### config.mk
export PLATFORM = sky130hd
export DESIGN_NAME = mem_arbiter
export DESIGN_NICKNAME = d
export VERILOG_FILES = /design/src/rtl/mem_arbiter.sv
export SDC_FILE = /design/constraint.sdc
export NUM_CORES = 1
export LEC_CHECK = 0
export ABC_CLOCK_PERIOD_IN_PS = 3300
export CAP_MARGIN = 20
export CORE_AREA = 2 2 116 84
export DETAILED_ROUTE_END_ITERATION = 16
export DIE_AREA = 0 0 118 86
export PLACE_DENSITY = 0.85
export SETUP_SLACK_MARGIN = 0.4
export SKIP_LAST_GASP = 1
export SYNTH_ARGS = -nofsm -noshare
export SYNTH_HDL_FRONTEND = slang
export SYNTH_SLANG_ARGS = --single-unit
### constraint.sdc
create_clock -name i_clk -period 3.3 [get_ports i_clk]
set_clock_uncertainty 0.2 [all_clocks]
set_input_delay 0.99 -clock i_clk [delete_from_list [all_inputs] [get_ports i_clk]]
set_output_delay 0.99 -clock i_clk [all_outputs]
set_load 0.01 [all_outputs]
### src/rtl/mem_arbiter.sv
// Single-port memory arbiter: data port has priority, fetch is forced through
// after STARVE_LIMIT consecutive denied IDLE cycles. One read outstanding.
module mem_arbiter #(
  parameter int unsigned INSTRUCTION_WIDTH = 18,
  parameter int unsigned DATA_WIDTH        = 36,
  parameter int unsigned ADDR_WIDTH        = 14,
  parameter int unsigned MEM_LATENCY       = 1,
  parameter int unsigned STARVE_LIMIT      = 3
) (
  input  logic                         i_clk,
  input  logic                         i_rst,
  input  logic                         i_if_req,
  input  logic [ADDR_WIDTH-1:0]        i_if_addr,
  output logic                         o_if_gnt,
  output logic                         o_if_rvalid,
  output logic [INSTRUCTION_WIDTH-1:0] o_if_rdata,
  input  logic                         i_dm_req,
  input  logic                         i_dm_we,
  input  logic [ADDR_WIDTH-1:0]        i_dm_addr,
  input  logic [DATA_WIDTH-1:0]        i_dm_wdata,
  output logic                         o_dm_gnt,
  output logic                         o_dm_rvalid,
  output logic [DATA_WIDTH-1:0]        o_dm_rdata,
  output logic                         o_mem_en,
  output logic                         o_mem_we,
  output logic [ADDR_WIDTH-1:0]        o_mem_addr,
  output logic [DATA_WIDTH-1:0]        o_mem_wdata,
  input  logic [DATA_WIDTH-1:0]        i_mem_rdata
);

  localparam int unsigned  SW         = (STARVE_LIMIT > 0) ? $clog2(STARVE_LIMIT + 1) : 1;
  localparam logic [SW-1:0] STARVE_MAX = SW'(STARVE_LIMIT);
  localparam logic [2:0]    LAT        = 3'(MEM_LATENCY);

  typedef enum logic {S_IDLE, S_WAIT} state_t;
  typedef enum logic [1:0] {OWN_NONE, OWN_IF, OWN_DM} owner_t;

  state_t                       state;
  state_t                       state_nxt;
  owner_t                       owner;
  logic [2:0]                   lat_cnt;
  logic [SW-1:0]                starve;
  logic                         starve_force;
  logic                         grant_if;
  logic                         grant_dm;
  logic                         read_grant;
  logic                         resp_done;
  logic                         mem_en;
  logic                         mem_we;
  logic [ADDR_WIDTH-1:0]        mem_addr;
  logic [DATA_WIDTH-1:0]        mem_wdata;
  logic                         if_rvalid;
  logic                         dm_rvalid;
  logic [INSTRUCTION_WIDTH-1:0] if_rdata;
  logic [DATA_WIDTH-1:0]        dm_rdata;

  assign starve_force = (STARVE_LIMIT != 0) && (starve == STARVE_MAX);
  assign read_grant   = grant_if | (grant_dm & ~i_dm_we);
  assign resp_done    = (state == S_WAIT) && (lat_cnt == LAT);

  // State register
  always_ff @(posedge i_clk or posedge i_rst) begin
    if (i_rst) begin
      state <= S_IDLE;
    end else begin
      state <= state_nxt;
    end
  end

  // Next-state logic
  always_comb begin
    state_nxt = state;
    case (state)
      S_IDLE:  if (read_grant) state_nxt = S_WAIT;
      S_WAIT:  if (lat_cnt == LAT) state_nxt = S_IDLE;
      default: state_nxt = S_IDLE;
    endcase
  end

  // Output logic: grants are gated by reset so every output is 0 while it is held
  always_comb begin
    grant_if  = 1'b0;
    grant_dm  = 1'b0;
    mem_en    = 1'b0;
    mem_we    = 1'b0;
    mem_addr  = '0;
    mem_wdata = '0;
    if (state == S_IDLE && !i_rst) begin
      if (i_dm_req && !(i_if_req && starve_force)) begin
        grant_dm = 1'b1;
      end else if (i_if_req) begin
        grant_if = 1'b1;
      end
    end
    if (grant_dm) begin
      mem_en   = 1'b1;
      mem_we   = i_dm_we;
      mem_addr = i_dm_addr;
      if (i_dm_we) begin
        mem_wdata = i_dm_wdata;
      end
    end else if (grant_if) begin
      mem_en   = 1'b1;
      mem_addr = i_if_addr;
    end
  end

  // Latency counter, owner tracking and response capture
  always_ff @(posedge i_clk or posedge i_rst) begin
    if (i_rst) begin
      lat_cnt   <= '0;
      owner     <= OWN_NONE;
      if_rvalid <= 1'b0;
      dm_rvalid <= 1'b0;
      if_rdata  <= '0;
      dm_rdata  <= '0;
    end else begin
      if_rvalid <= 1'b0;
      dm_rvalid <= 1'b0;
      if (read_grant) begin
        lat_cnt <= 3'd1;
        owner   <= grant_if ? OWN_IF : OWN_DM;
      end else if (resp_done) begin
        lat_cnt <= '0;
        owner   <= OWN_NONE;
        if (owner == OWN_IF) begin
          if_rdata  <= i_mem_rdata[INSTRUCTION_WIDTH-1:0];
          if_rvalid <= 1'b1;
        end else if (owner == OWN_DM) begin
          dm_rdata  <= i_mem_rdata;
          dm_rvalid <= 1'b1;
        end
      end else if (state == S_WAIT) begin
        lat_cnt <= lat_cnt + 3'd1;
      end
    end
  end

  // Starvation counter: counts denied fetch cycles in IDLE, holds in WAIT
  always_ff @(posedge i_clk or posedge i_rst) begin
    if (i_rst) begin
      starve <= '0;
    end else if (grant_if) begin
      starve <= '0;
    end else if (state == S_IDLE && i_if_req && starve != STARVE_MAX) begin
      starve <= starve + SW'(1);
    end
  end

  assign o_if_gnt    = grant_if;
  assign o_dm_gnt    = grant_dm;
  assign o_mem_en    = mem_en;
  assign o_mem_we    = mem_we;
  assign o_mem_addr  = mem_addr;
  assign o_mem_wdata = mem_wdata;
  assign o_if_rvalid = if_rvalid;
  assign o_if_rdata  = if_rdata;
  assign o_dm_rvalid = dm_rvalid;
  assign o_dm_rdata  = dm_rdata;

endmodule
==> results_dict.tcl <==
set metrics [dict create \
    status "finished, violations left" \
    violations "negative setup slack" \
    syn_inst 231 \
    wl_per_cell_um 19.4 \
    ys_ff_latch 64 \
    ant_nets 0 \
    ys_seq_area_share_pct 50.3 \
    cap_viol_max_count 0 \
    cp.arrival_ns 2.13 \
    fp.dieArea_sq_mm 0.0101 \
    drt_iter0_markers 128 \
    hpwl_mm 7.91 \
    yosys-top-cells-area "dfrtp_1 50%, mux2_4 18%, and3_1 7.1%" \
    netlist.top_cell.by_area "dfrtp_1" \
    syn_nets 339 \
    yosysWarnings 0 \
    pre_cts_ws_ns -0.799 \
    numCtsBuffers 9 \
    regArea_sq_mm 0.00160 \
    core_sq_mm 0.00896 \
    netlist.area_leader.share_pct 50.3 \
    final_util_pct 71.1 \
    hold_path_class "reg2reg" \
    required_ns 2.11 \
    netlist_top_cells_count "64 x dfrtp_1, 38 x mux2_4, 36 x and3_1" \
    overflow 0 \
    grt_antenna_before_repair 0 \
    drc_errors 0 \
    grt_max_degree 38 \
    tritoncts "yes" \
    synth_area_sq_mm 0.00318 \
    synthDistinctLibCells 36 \
    crit_type "in2out" \
    worst_pin_slew_ns 0.679 \
    nets 591 \
    drt-pass1-iter-count 4 \
    ir_worst_vdd_mv 0.490 \
    slew_violations 0 \
    fin_area_sq_mm 0.00637 \
    final_layout_size_suffix_gt1_share_pct 44.8 \
    period_share_pct 101 \
    async_reset_ff_share_pct 100 \
    row_count 29 \
    setup_tns_ns -0.0224 \
    hold_viol 0 \
    fill_cells 622 \
    finalNonFillerCells 612 \
    cp-start-kind "input port" \
    htree_num_levels 3 \
    fp.dieW_um 118 \
    path_clk_slew_ns 0.05 \
    ctsHoldBuffers 0 \
    multi_input_area_sq_mm 0.00162 \
    die_h_um 86 \
    clk_latency_ns 0.31 \
    clock_path_buffers 2 \
    syn_area_per_cell_sq_um 13.8 \
    power_density_mw_per_mm2 703 \
    cp-end-kind "primary output" \
    max_freq_ghz 0.301 \
    syn2layout_area_growth_pct 100 \
    grt_pass1_vias 3060 \
    synth_flop_cell "dfrtp_1" \
    wl_mm 11.9 \
    cts-root-buf "clkbuf_16" \
    period_needed_ns 3.32 \
    place_congestion 0.765 \
    cts.sinks 64 \
    slew_headroom_pct 54.7 \
    yosysMostFrequentCell "dfrtp_1" \
    ios 215 \
    dpl-instance-area_sq_mm 0.00550 \
    start_util_pct 35.5 \
    cp_max_fo 7 \
    port_buffers 214 \
    num_vias 2939 \
    setup_slack_ns -0.0224 \
    rsz0062_at_grt "yes" \
    place_inst 569 \
    grt_pass1_wl_mm 17.0 \
    finalSetupViolations 1 \
    vias_per_cell 4.80 \
    synth_edf_count 0 \
    grt_usage_pct 21.5 \
    p_leak_uw 0.00287 \
]
path summary, 6_finish.rpt:
| check | startpoint | endpoint | slack (ns) | cells after the start |
|---|---|---|---|---|
| worst max-delay path | i_rst | o_mem_addr[0] | -0.02 | 7 |
| worst min-delay path | o_dm_rdata[20]$_DFFE_PP0P_ | o_dm_rdata[20]$_DFFE_PP0P_ | 0.30 | 1 |
| worst max register to register | lat_cnt[1]$_DFFE_PP0P_ | o_dm_rdata[21]$_DFFE_PP0P_ | 0.98 | 6 |
| worst min register to register | o_dm_rdata[20]$_DFFE_PP0P_ | o_dm_rdata[20]$_DFFE_PP0P_ | 0.30 | 1 |
| max in group asynchronous | i_rst | o_dm_rdata[26]$_DFFE_PP0P_ | 1.37 | 6 |
| min in group asynchronous | i_rst | owner[0]$_DFFE_PP0P_ | 0.90 | 5 |
flip-flops by register name, summed over array words and instances (netlist names):
name	count
owner	2
lat_cnt	3
o_if_rvalid	1
o_if_rdata	18
state	1
o_dm_rvalid	1
starve	2
o_dm_rdata	36
area by class of cell:
class	instances	area share [%]
repair buffers	259	42.1
multi-input cells	144	25.4
flip-flops and latches	64	25.1
clock buffers	11	3.81
well taps	124	2.44
clock inverters	4	0.707
inverters	5	0.334
diodes	1	0.0393
per-layer routing:
metal | global-route usage, % | vias to the layer above | part of all wire (%)
li1 | - | 1347 | -
met1 | 27.8 | 1450 | 42
met2 | 35.5 | 118 | 51
met3 | 6.72 | 24 | 5.7
met4 | 5.15 | 0 | 1.8
met5 | 0 | - | 0
worst max-delay path: stages:
cell and delay (ns):
buf_8 0.10, or2_4 0.24, nor3_4 0.22, buf_4 0.15, buf_6 0.12, a22o_1 0.19
buf_6 0.12
logic make-up (layout without fill, tap and decap cells):
group,after synthesis,after routing,share of synthesized area [%]
buf+inv,23,279,5.86
flops,64,64,50.3
other cells,0,1,0
fa+ha+maj,3,3,1.18
simple gates,62,62,12.6
mux,56,56,24.2
compound gates,22,22,5.54
xor+xnor,1,1,0.275
power by group:
part	switching, uW	leakage, uW	internal, uW
clock	317	0.000145	597
sequential	222	0.000800	1150
combinational	778	0.00193	1420
total	1320	0.00287	3160
cell usage in the layout, fill, tap and decap left out, types with 10 or more instances in the layout:
master,netlist,routed
a22o_1,14,14
and3_4,0,34
buf_2,2,13
buf_4,2,17
buf_6,3,60
clkbuf_16,0,10
clkdlybuf4s50_1,0,156
dfrtp_1,64,64
mux2_2,16,16
mux2_4,38,38
per-stage QoR:
step	hold slack [ns]	power (uW)
floorplan	0.290	2310
global placement	0.289	3300
detailed placement	0.293	3360
CTS	0.307	4400
global route	0.321	4710
finish	0.302	4480
what timing repair did:
action                                  4_1_cts  5_1_grt
cloned                                        4        1
endpoints found under the hold margin         0        0
buffers inserted                             16        6
pin swaps                                    11       18
endpoints found under the setup margin       54       54
gates resized for setup                     276       77
Power figures use the tool's default switching activity.
